$ cat src/rtl/uart_boot_loader_if.sv
// Memory-bus link between the boot loader (initiator) and the UART responder.
// read_data is combinational from the responder in the same cycle as mem_read.
interface uart_boot_loader_if;
  logic [31:0] address;
  logic [31:0] write_data;
  logic        mem_write;
  logic        mem_read;
  logic [31:0] read_data;
  logic        wait_request;

  modport master (
    output address, write_data, mem_write, mem_read,
    input  read_data, wait_request
  );
  modport slave (
    input  address, write_data, mem_write, mem_read,
    output read_data, wait_request
  );
endinterface

$ cat src/rtl/uart_boot_loader.sv
// UART boot loader: polls the UART, receives a length-prefixed LE word image,
// writes it into instruction memory and returns an 8-bit payload checksum.
module uart_boot_loader #(
  parameter logic [31:0] UART_BASE = 32'h1000_0000,
  parameter logic [31:0] LOAD_BASE = 32'h0000_0000,
  parameter int unsigned MAX_WORDS = 1024
) (
  input  logic                clk,
  input  logic                reset,
  input  logic                start,
  uart_boot_loader_if.master  bus,
  output logic                imem_we,
  output logic [31:0]         imem_addr,
  output logic [31:0]         imem_wdata,
  output logic                busy,
  output logic                done,
  output logic                error,
  output logic [15:0]         word_count
);

  typedef enum logic [2:0] {
    S_IDLE, S_POLL, S_READ, S_CHECK, S_WRITE, S_ACK, S_DONE, S_ERROR
  } state_e;

  state_e      state_q, state_d;
  logic [1:0]  lane_q, lane_d;
  logic        hdr_q, hdr_d;
  logic [31:0] word_q, word_d;
  logic [15:0] len_q, len_d;
  logic [15:0] wcnt_q, wcnt_d;
  logic [7:0]  csum_q, csum_d;
  logic [7:0]  rx_byte;

  assign rx_byte = bus.read_data[7:0];

  always_ff @(posedge clk or posedge reset) begin
    if (reset) begin
      state_q <= S_IDLE;
      lane_q  <= '0;
      hdr_q   <= 1'b0;
      word_q  <= '0;
      len_q   <= '0;
      wcnt_q  <= '0;
      csum_q  <= '0;
    end else begin
      state_q <= state_d;
      lane_q  <= lane_d;
      hdr_q   <= hdr_d;
      word_q  <= word_d;
      len_q   <= len_d;
      wcnt_q  <= wcnt_d;
      csum_q  <= csum_d;
    end
  end

  always_comb begin
    state_d = state_q;
    lane_d  = lane_q;
    hdr_d   = hdr_q;
    word_d  = word_q;
    len_d   = len_q;
    wcnt_d  = wcnt_q;
    csum_d  = csum_q;
    case (state_q)
      S_IDLE, S_DONE, S_ERROR: begin
        if (start) begin
          state_d = S_POLL;
          lane_d  = '0;
          hdr_d   = 1'b1;
          word_d  = '0;
          len_d   = '0;
          wcnt_d  = '0;
          csum_d  = '0;
        end
      end
      S_POLL: if (!bus.read_data[0]) state_d = S_READ;
      S_READ: begin
        word_d[{lane_q, 3'b000} +: 8] = rx_byte;
        lane_d = lane_q + 2'd1;
        // Header bytes are not part of the checksum.
        if (!hdr_q) csum_d = csum_q + rx_byte;
        if (lane_q != 2'd3) state_d = S_POLL;
        else                state_d = hdr_q ? S_CHECK : S_WRITE;
      end
      S_CHECK: begin
        if (word_q == 32'd0 || word_q > 32'(MAX_WORDS)) begin
          state_d = S_ERROR;
        end else begin
          len_d   = word_q[15:0];
          hdr_d   = 1'b0;
          state_d = S_POLL;
        end
      end
      S_WRITE: begin
        if (wcnt_q != 16'hFFFF) wcnt_d = wcnt_q + 16'd1;
        if ({1'b0, wcnt_q} + 17'd1 >= {1'b0, len_q}) state_d = S_ACK;
        else                                         state_d = S_POLL;
      end
      S_ACK: if (!bus.wait_request) state_d = S_DONE;
      default: state_d = S_IDLE;
    endcase
  end

  // Moore outputs: everything below depends on registered state only.
  always_comb begin
    bus.address    = '0;
    bus.write_data = '0;
    bus.mem_read   = 1'b0;
    bus.mem_write  = 1'b0;
    imem_we        = 1'b0;
    imem_addr      = '0;
    imem_wdata     = '0;
    case (state_q)
      S_POLL: begin
        bus.mem_read = 1'b1;
        bus.address  = UART_BASE + 32'd4;
      end
      S_READ: begin
        bus.mem_read = 1'b1;
        bus.address  = UART_BASE;
      end
      S_WRITE: begin
        imem_we    = 1'b1;
        imem_addr  = LOAD_BASE + {14'b0, wcnt_q, 2'b00};
        imem_wdata = word_q;
      end
      S_ACK: begin
        bus.mem_write  = 1'b1;
        bus.address    = UART_BASE;
        bus.write_data = {24'b0, csum_q};
      end
      default: ;
    endcase
  end

  assign busy       = (state_q != S_IDLE) && (state_q != S_DONE) && (state_q != S_ERROR);
  assign done       = (state_q == S_DONE);
  assign error      = (state_q == S_ERROR);
  assign word_count = wcnt_q;

endmodule

$ cat src/flat_wrapper.sv
// flat-port wrapper written by rule: the top's interface ports become plain ports
module uart_boot_loader_flat 
#(
  parameter logic [31:0] UART_BASE = 32'h1000_0000,
  parameter logic [31:0] LOAD_BASE = 32'h0000_0000,
  parameter int unsigned MAX_WORDS = 1024
)
  (clk, reset, start, imem_we, imem_addr, imem_wdata, busy, done, error, word_count, bus_address, bus_write_data, bus_mem_write, bus_mem_read, bus_read_data, bus_wait_request);
  uart_boot_loader_if bus_i ();
  input  logic clk;
  input  logic reset;
  input  logic start;
  output logic imem_we;
  output logic [31:0] imem_addr;
  output logic [31:0] imem_wdata;
  output logic busy;
  output logic done;
  output logic error;
  output logic [15:0] word_count;
  output wire logic [$bits(bus_i.address)-1:0] bus_address;
  output wire logic [$bits(bus_i.write_data)-1:0] bus_write_data;
  output wire logic [$bits(bus_i.mem_write)-1:0] bus_mem_write;
  output wire logic [$bits(bus_i.mem_read)-1:0] bus_mem_read;
  input wire logic [$bits(bus_i.read_data)-1:0] bus_read_data;
  input wire logic [$bits(bus_i.wait_request)-1:0] bus_wait_request;
  assign bus_address = bus_i.address;
  assign bus_write_data = bus_i.write_data;
  assign bus_mem_write = bus_i.mem_write;
  assign bus_mem_read = bus_i.mem_read;
  assign bus_i.read_data = bus_read_data;
  assign bus_i.wait_request = bus_wait_request;
  uart_boot_loader #(.UART_BASE(UART_BASE), .LOAD_BASE(LOAD_BASE), .MAX_WORDS(MAX_WORDS)) u_core (.clk(clk), .reset(reset), .start(start), .bus(bus_i), .imem_we(imem_we), .imem_addr(imem_addr), .imem_wdata(imem_wdata), .busy(busy), .done(done), .error(error), .word_count(word_count));
endmodule
$ cat config.mk
export PLATFORM = sky130hd
export DESIGN_NAME = uart_boot_loader_flat
export DESIGN_NICKNAME = d
export VERILOG_FILES = /design/src/rtl/uart_boot_loader_if.sv /design/src/rtl/uart_boot_loader.sv /design/src/flat_wrapper.sv
export SDC_FILE = /design/constraint.sdc
export NUM_CORES = 1
export LEC_CHECK = 0
export ABC_AREA = 0
export ABC_CLOCK_PERIOD_IN_PS = 2900
export BUFFER_PORTS_ARGS = -buffer_cell sky130_fd_sc_hd__clkbuf_2
export CORE_UTILIZATION = 51
export CTS_BUF_LIST = sky130_fd_sc_hd__clkbuf_16
export CTS_CLUSTER_SIZE = 10
export DETAILED_ROUTE_END_ITERATION = 12
export PLACE_DENSITY_LB_ADDON = 0.3
export SYNTH_ARGS = -nofsm -noshare
export SYNTH_HDL_FRONTEND = slang
export SYNTH_SLANG_ARGS = --single-unit
$ cat constraint.sdc
create_clock -name clk -period 2.9 [get_ports clk]
set_input_delay 0.29 -clock clk [delete_from_list [all_inputs] [get_ports clk]]
set_output_delay 0.29 -clock clk [all_outputs]
set_load 0.03 [all_outputs]
==> results of run 1 <==
[final timing paths]
kind	startpoint	end	cells past startpoint
hold / removal	reset	u_core.len_q[2]$_DFFE_PP0P_	2
hold reg to reg	u_core.len_q[10]$_DFFE_PP0P_	u_core.len_q[10]$_DFFE_PP0P_	2
max in group asynchronous	reset	u_core.word_q[12]$_DFFE_PP0P_	3
setup reg to reg	u_core.word_count[0]$_DFFE_PP0P_	u_core.state_q[2]$_DFFE_PP0P_	11
setup / recovery	u_core.word_count[0]$_DFFE_PP0P_	u_core.state_q[2]$_DFFE_PP0P_	11
min in group clk	start	u_core.state_q[1]$_DFFE_PP0P_	2
[worst reg2reg max path, stage by stage (launching register included)]
cell and delay (ps):
dfrtp_2 360, ha_1 160, and3_2 270, nand3_4 100, nor2_1 180, xor2_1 190
ha_1 290, a21oi_1 140, a21oi_1 90, a2111oi_1 310, a21oi_1 130, or3_1 380
[registers in the layout, summed over array words and instances (netlist names)]
register and flops:
u_core.csum_q 8, u_core.hdr_q 1, u_core.lane_q 2, u_core.len_q 16, u_core.state_q 3, u_core.word_count 16
u_core.word_q 32
[placed cells by master (no fill, tap or decap), types with 5 or more instances in the layout]
cell and n:
a21oi_1 29, a22o_1 36, a31oi_1 12, and2_1 38
and3_1 16, buf_4 21, clkbuf_16 9, clkbuf_2 91
conb_1 70, dfrtp_1 76, ha_1 29, inv_1 36
nand2_1 35, nand2b_1 8, nand3_1 28, nand4_1 6
nor2_1 29, nor3_1 5, nor4_1 6, o21ai_0 24
o31ai_1 5, xnor2_1 11, xor2_1 10
[power breakdown]
part	total (mW)	switching [mW]	leakage (nW)	internal (mW)
clock	1.21	0.454	0.156	0.756
sequential	1.56	0.258	1.07	1.30
combinational	2.09	1.36	1.89	0.732
[kinds of logic (layout without fill, tap and decap cells)]
| logic type | Yosys count | in the layout | synth area share (%) |
|---|---|---|---|
| AND/OR/NAND/NOR | 193 | 193 | 20.5 |
| XOR/XNOR | 21 | 21 | 3.56 |
| adder cells (fa/ha/maj) | 30 | 30 | 7.41 |
| buffers and inverters | 131 | 165 | 15.0 |
| AO/OA/AOI/OAI | 119 | 119 | 15.5 |
| multiplexers | 1 | 1 | 0.218 |
| other | 1 | 70 | 0.0725 |
| flip-flops | 78 | 78 | 37.8 |
[layer usage]
layer / up-vias / global-route usage, %
met2: 139 / 39.9
met1: 2014 / 30.2
met5: - / 0
met3: 11 / 3.66
li1: 2047 / -
met4: 0 / 6.37
[what timing repair did]
action | 4_1_cts | 5_1_grt
resized for setup | 0 | 4
endpoints found under the setup margin | 0 | 1
buffers inserted | 0 | 0
[metrics by stage]
stage | hold WS, ps | util [%] | setup WS [ps]
floorplan | 383 | - | 82.5
global placement | 410 | 56.8 | 147
detailed placement | 436 | 56.8 | 152
CTS | 85.3 | 60.1 | 125
global route | 131 | 60.3 | 28.9
finish | 63.4 | 60.3 | 205
[area by class of cell]
class	instances	area, µm²
flip-flops and latches	78	1950
fillers	865	3900
multi-input cells	434	2720
clock inverters	7	98.8
inverters	37	139
repair buffers	112	613
clock buffers	9	225
well taps	133	166
==> impl_metrics.json, run 1 <==
{
  "outcome": "finished, final reports clean",
  "cpPeakStageDelay_ps": 380,
  "netlist_instances": 574,
  "async_reset_ff_share_pct": 100,
  "ys_types": 51,
  "vias": 4211,
  "ys_ff_latch": 78,
  "cp_common_cell": "a21oi_1",
  "drtPass1Iterations": 5,
  "synthTopCellsByArea": "dfrtp_1, buf_4, ha_1",
  "max_freq_mhz": 371,
  "grt_first_pass_wirelength_um": 18700,
  "fin_cells": 810,
  "place_congestion": 0.871,
  "startpoint_type": "flip-flop",
  "netlist_area_um2": 5170,
  "finClkSkew_ps": 6.26,
  "cts_hold_buf": 0,
  "yosysSeqAreaShare_pct": 37.8,
  "clk_latency_ps": 330,
  "p_leak_nw": 3.12,
  "dpl_cell_area_um2": 5580,
  "rsz0062_at_grt": "no",
  "coreArea_um2": 9820,
  "area_delta_synth_final_pct": 14.5,
  "critPathArrivalTime_ps": 2900,
  "slew_headroom_pct": 49.5,
  "yosysWarnings": 0,
  "diodes": 0,
  "final_cell_area_um2": 5920,
  "slew_viol_final": 0,
  "synthFlopType": "dfrtp_1",
  "crit_path_cell_trace": "ha_1 > and3_2 > nand3_4 > nor2_1 > xor2_1 > ha_1 > a21oi_1 > a21oi_1 > a2111oi_1 > a21oi_1 > or3_1",
  "drt-total-wl_um": 11800,
  "die_area_um2": 10500,
  "cts_root_buf": "clkbuf_16",
  "hold_viol": 0,
  "synth_common_cells": "dfrtp_1, buf_4, and2_1",
  "required_ps": 3110,
  "first_iter_violations": 243,
  "crit_type": "reg2reg",
  "fp.dieH_um": 103,
  "grt_pass1_vias": 3765,
  "slowest_stage": "or3_1",
  "ff2ff_setup_slack_ps": 210,
  "max_cap_viol_count": 0,
  "clkTransAtPathRegs_ps": 60,
  "critPathCaptureType": "flip-flop",
  "gr-total-overflow": 0,
  "dpl.hpwl_um": 8660,
  "std_cell_rows": 36,
  "peakVddDrop_uv": 403,
  "crit_family": "simple AND/OR/NAND/NOR gates",
  "synth_most_common_cell": "dfrtp_1",
  "drive_above_1_share_pct": 21.1,
  "port_buffers": 91,
  "clock-sinks": 78,
  "period_minus_slack_ps": 2690,
  "p_total_mw": 4.86,
  "wl_met1_um": 5320,
  "met2WireLength_um": 5860,
  "hold_class": "in2async",
  "synth.top_cell.area_share_pct": 37.8,
  "synth_edf_count": 0,
  "cts_tree": "yes",
  "gr-usage-all-layers_pct": 23.2,
  "yosysTopAreaCell": "dfrtp_1",
  "nNetsFinal": 738,
  "drc_errors": 0,
  "wire_per_inst_um": 14.6,
  "initial_core_util_pct": 52.7,
  "cts_buffer_depth": 2,
  "min_period_over_period_pct": 92.9,
  "tightestPinTransition_ps": 758,
  "path_buf_inv": 0,
  "io-pin-count": 186,
  "htreeDepth": 3,
  "path_max_fanout": 3,
  "cts_buffers": 9,
  "dp_cells": 794,
  "antenna_found_initial": 0,
  "avgSynthCellArea_um2": 9.01,
  "grt_start_max_net_pins": 34,
  "ant_nets": 0,
  "setup_viol": 0,
  "power_density_nw_per_um2": 821,
  "vias_per_cell": 5.20,
  "wl_met3_um": 507,
  "finalSetupTns_ps": 0,
  "dieWidth_um": 103,
  "routed.top_layer": "met4"
}
Power figures use the tool's default switching activity.
==> run 2, diff against run 1 <==
Settings changed: BUFFER_PORTS_ARGS -buffer_cell sky130_fd_sc_hd__clkbuf_2 to unset, CORE_UTILIZATION 51 to 64, DONT_BUFFER_PORTS set to 1.
==> impl_metrics.json, run 2 (same netlist as run 1, synthesis figures left out) <==
{
  "outcome": "finished, final reports clean",
  "slew_viol_final": 0,
  "worstHoldStart": "start",
  "drc_errors": 0,
  "internal-power_mw": 2.78,
  "min_period_over_period_pct": 95.5,
  "htreeDepth": 3,
  "largest_register": "u_core.word_q",
  "largest_reg_flops": 32,
  "peakVddDrop_uv": 378,
  "p_leak_nw": 2.78,
  "startpoint_type": "flip-flop",
  "required_ps": 3100,
  "max_freq_mhz": 361,
  "switching_power_mw": 2.06,
  "coreArea_um2": 7770,
  "seqPwrFrac_pct": 32.4,
  "cts_buffer_depth": 2,
  "place_congestion": 0.911,
  "dp_cells": 680,
  "grt_first_pass_wirelength_um": 18700,
  "gr-usage-all-layers_pct": 28.7,
  "layout_commonest_cell": "dfrtp_1",
  "drive_above_1_share_pct": 10.7,
  "slew_headroom_pct": 53.6,
  "setup_viol": 0,
  "drt-total-wl_um": 11800,
  "combPwrFrac_pct": 43.0,
  "dpl_cell_area_um2": 5170,
  "r2r_start": "u_core.word_count[1]$_DFFE_PP0P_",
  "clkTransAtPathRegs_ps": 70,
  "cts_root_buf": "clkbuf_16",
  "clk_latency_ps": 340,
  "first_iter_violations": 261,
  "period_minus_slack_ps": 2770,
  "tightestPinTransition_ps": 695,
  "finalSetupTns_ps": 0,
  "clock-sinks": 78,
  "critPathArrivalTime_ps": 2970,
  "initial_core_util_pct": 66.6,
  "fp.dieH_um": 91.9,
  "hold_class": "in2reg",
  "dpl.hpwl_um": 8280,
  "hold_viol": 0,
  "vias": 4008,
  "dieWidth_um": 91.9,
  "startpoint": "u_core.word_count[1]$_DFFE_PP0P_",
  "fin_cells": 698,
  "path_max_fanout": 6,
  "antenna_found_initial": 0,
  "grt_start_max_net_pins": 36,
  "finClkSkew_ps": 10.2,
  "nNetsFinal": 657,
  "std_cell_rows": 32,
  "die_area_um2": 8440,
  "drtPass1Iterations": 4,
  "max_cap_viol_count": 0,
  "port_buffers": 0,
  "critPathCaptureType": "flip-flop",
  "whs_ps": 62.7,
  "crit_type": "reg2reg",
  "ant_nets": 0,
  "clkPwrFrac_pct": 24.6,
  "power_density_nw_per_um2": 873,
  "area_delta_synth_final_pct": 7.19,
  "mostFrequentLayoutCells": "dfrtp_1, conb_1, and2_1",
  "cts_tree": "yes",
  "diodes": 0,
  "vias_per_cell": 5.74,
  "grt_pass1_vias": 3821,
  "io-pin-count": 186,
  "final_cell_area_um2": 5540,
  "wire_per_inst_um": 16.9,
  "gr-total-overflow": 0,
  "sw_frac_of_total_pct": 42.5,
  "cts_buffers": 9,
  "rsz0062_at_grt": "no"
}
run 2: per-stage QoR:
stage               utilization [%]  power (mW)  worst slack, ps
floorplan                         -        3.15             82.5
global placement               66.5        3.49              119
detailed placement             66.5        3.58             38.4
CTS                            70.7        4.80             9.01
global route                   71.3        5.13             15.9
finish                         71.3        4.84              130
run 2: critical path, stage by stage (launching register included):
cell and delay, ps:
dfrtp_2 390, ha_1 170, and3_4 240, nand3_4 130, nor2_2 180, xor2_1 190, ha_1 300, a21oi_2 150
a21oi_1 90, a2111oi_2 290, a21oi_1 120, or3_1 380
run 2: metal layers:
layer,wire [µm],share of wire (%),track usage (%),up-vias
li1,-,-,-,1884
met1,4800,41,35.8,1938
met2,6120,52,49.3,160
met3,590,5.0,5.97,26
met4,252,2.1,10.2,0
met5,0,0,0,-
run 2: power groups by stage:
stage | registers, mW | logic (mW) | clock network, mW
3_3_place_gp | 1.56 | 1.93 | 0
5_1_grt | 1.60 | 2.28 | 1.25
6_report | 1.57 | 2.08 | 1.19
2_1_floorplan | 1.62 | 1.53 | 0
3_5_place_dp | 1.58 | 2.00 | 0
4_1_cts | 1.56 | 2.03 | 1.20
run 2: final timing paths:
path / cells after the start / slack, ps / end
worst min-delay path: 1 / 60 / u_core.state_q[1]$_DFFE_PP0P_
worst max register to register: 11 / 130 / u_core.state_q[2]$_DFFE_PP0P_
max in group asynchronous: 3 / 1770 / u_core.word_q[14]$_DFFE_PP0P_
min in group asynchronous: 2 / 450 / u_core.len_q[0]$_DFFE_PP0P_
worst max-delay path: 11 / 130 / u_core.state_q[2]$_DFFE_PP0P_
worst min register to register: 1 / 500 / u_core.word_q[9]$_DFFE_PP0P_
run 2: what timing repair did:
action,4_1_cts,5_1_grt
buffers inserted,0,1
hold buffers,1,0
resized for setup,2,8
setup endpoints to repair,1,1
pin swaps,0,0
hold endpoints to repair,21,0
run 2: final cells by class:
type	instances	area, µm²
multi-input cells	434	2740
inverters	37	139
clock buffers	9	225
flip-flops and latches	78	1960
fillers	608	2230
clock inverters	7	90.1
repair buffers	31	260
well taps	102	128
==> run 3, diff against run 2 <==
Settings changed: CORE_MARGIN set to 2, REMOVE_ABC_BUFFERS set to 1.
==> impl_metrics.json, run 3 (same netlist as run 1, synthesis figures left out) <==
{
  "violations": "hold timing",
  "critPathCaptureType": "flip-flop",
  "dieWidth_um": 93.9,
  "place_congestion": 0.933,
  "power_density_nw_per_um2": 868,
  "drt-total-wl_um": 11800,
  "fin_cells": 709,
  "tightestPinTransition_ps": 814,
  "r2r_cells": 11,
  "clkTransAtPathRegs_ps": 60,
  "dpl.hpwl_um": 8480,
  "htreeDepth": 3,
  "first_iter_violations": 181,
  "vias": 4069,
  "crit_path_cell_trace": "ha_1 > and3_4 > nand3_4 > nor2_2 > xor2_1 > ha_1 > a21oi_1 > a21oi_1 > a2111oi_2 > a21oi_1 > or3_1",
  "max_freq_mhz": 363,
  "antenna_found_initial": 0,
  "cts_tree": "yes",
  "hold_class": "in2async",
  "die_area_um2": 8810,
  "io-pin-count": 186,
  "coreArea_um2": 7770,
  "port_buffers": 0,
  "finClkSkew_ps": 8.97,
  "slew_headroom_pct": 45.3,
  "cts_buffers": 9,
  "hold_viol": 15,
  "p_leak_nw": 2.85,
  "drive_above_1_share_pct": 12.4,
  "wire_per_inst_um": 16.7,
  "nNetsFinal": 668,
  "gr-total-overflow": 0,
  "critPathArrivalTime_ps": 2980,
  "worst_slack_ps": 144,
  "largest_register": "u_core.word_q",
  "grt_start_max_net_pins": 44,
  "layout_commonest_cell": "dfrtp_1",
  "slowest_stage": "or3_1",
  "outcome": "finished with violations",
  "grt_first_pass_wirelength_um": 18800,
  "initial_core_util_pct": 66.6,
  "finalSetupTns_ps": 0,
  "drc_errors": 0,
  "slew_viol_final": 0,
  "dp_cells": 690,
  "required_ps": 3120,
  "rsz0062_at_grt": "no",
  "dp_worst_setup_slack_ps": 6.56,
  "grt_pass1_vias": 3841,
  "cpPeakStageDelay_ps": 370,
  "crit_type": "reg2reg",
  "largest_reg_flops": 32,
  "diodes": 0,
  "clk_latency_ps": 340,
  "peakVddDrop_uv": 563,
  "drtPass1Iterations": 4,
  "final_core_util_pct": 72.3,
  "period_minus_slack_ps": 2760,
  "max_cap_viol_count": 0,
  "ant_nets": 0,
  "gr-usage-all-layers_pct": 27.4,
  "fp.dieH_um": 93.9,
  "std_cell_rows": 32,
  "ff2ff_setup_slack_ps": 140,
  "startpoint_type": "flip-flop",
  "cts_root_buf": "clkbuf_16",
  "clock-sinks": 78,
  "whs_ps": -9.59,
  "min_period_over_period_pct": 95.0,
  "path_max_fanout": 6,
  "cts_buffer_depth": 2,
  "cp_common_cell": "a21oi_1",
  "vias_per_cell": 5.74,
  "setup_viol": 0,
  "mostFrequentLayoutCells": "dfrtp_1, conb_1, buf_4",
  "area_delta_synth_final_pct": 8.66
}
[run 3: cell types whose count changed in the layout (fill, tap and decap cells not counted), sizes merged]
cell         previous run  this run
buf                    30        42
clkinv                  4         2
dlygate4sd3             1         0
inv                    38        40
[run 3: what timing repair did]
item / 4_1_cts / 5_1_grt
hold buffers: 0 / 0
endpoints found under the setup margin: 1 / 1
endpoints found under the hold margin: 0 / 0
pin swaps: 0 / 2
gates resized for setup: 2 / 8
setup buffers: 0 / 3
[run 3: area by class of cell]
cell class,instances,area [µm²]
multi-input cells,434,2740
fillers,578,2150
flip-flops and latches,78,1950
repair buffers,42,328
clock buffers,9,225
inverters,37,139
well taps,102,128
clock inverters,7,104
[run 3: through the flow]
| step | instance area, µm² | power [mW] |
|---|---|---|
| floorplan | 4790 | 3.01 |
| global placement | 5230 | 3.47 |
| detailed placement | 5230 | 3.58 |
| CTS | 5560 | 4.86 |
| global route | 5620 | 5.20 |
| finish | 5620 | 4.88 |
[run 3: layer usage]
| layer | wire (µm) | up-vias | global-route usage [%] |
|---|---|---|---|
| met1 | 4850 | 1971 | 33.4 |
| li1 | - | 1905 | - |
| met3 | 758 | 21 | 6.98 |
| met4 | 285 | 0 | 10.4 |
| met2 | 5950 | 172 | 46.5 |
| met5 | 0 | - | 0 |
[run 3: path summary, 6_finish.rpt]
kind	from	to
setup reg to reg	u_core.word_count[0]$_DFFE_PP0P_	u_core.state_q[2]$_DFFE_PP0P_
min in group clk	start	u_core.state_q[1]$_DFFE_PP0P_
max in group asynchronous	reset	u_core.word_q[9]$_DFFE_PP0P_
hold / removal	reset	u_core.len_q[15]$_DFFE_PP0P_
setup / recovery	u_core.word_count[0]$_DFFE_PP0P_	u_core.state_q[2]$_DFFE_PP0P_
hold reg to reg	u_core.len_q[3]$_DFFE_PP0P_	u_core.len_q[3]$_DFFE_PP0P_
[run 3: worst max-delay path: cells and delay by family (launching register included)]
family	cells	cell delay [ps]
compound gates	4	740
xor+xnor	1	170
fa+ha+maj	2	450
flops	1	350
simple gates	4	910
[run 3: report_power, final]
part           leakage (nW)  internal (mW)  switching [mW]
sequential             1.07           1.30           0.236
clock                 0.161          0.766           0.484
combinational          1.62          0.716            1.38
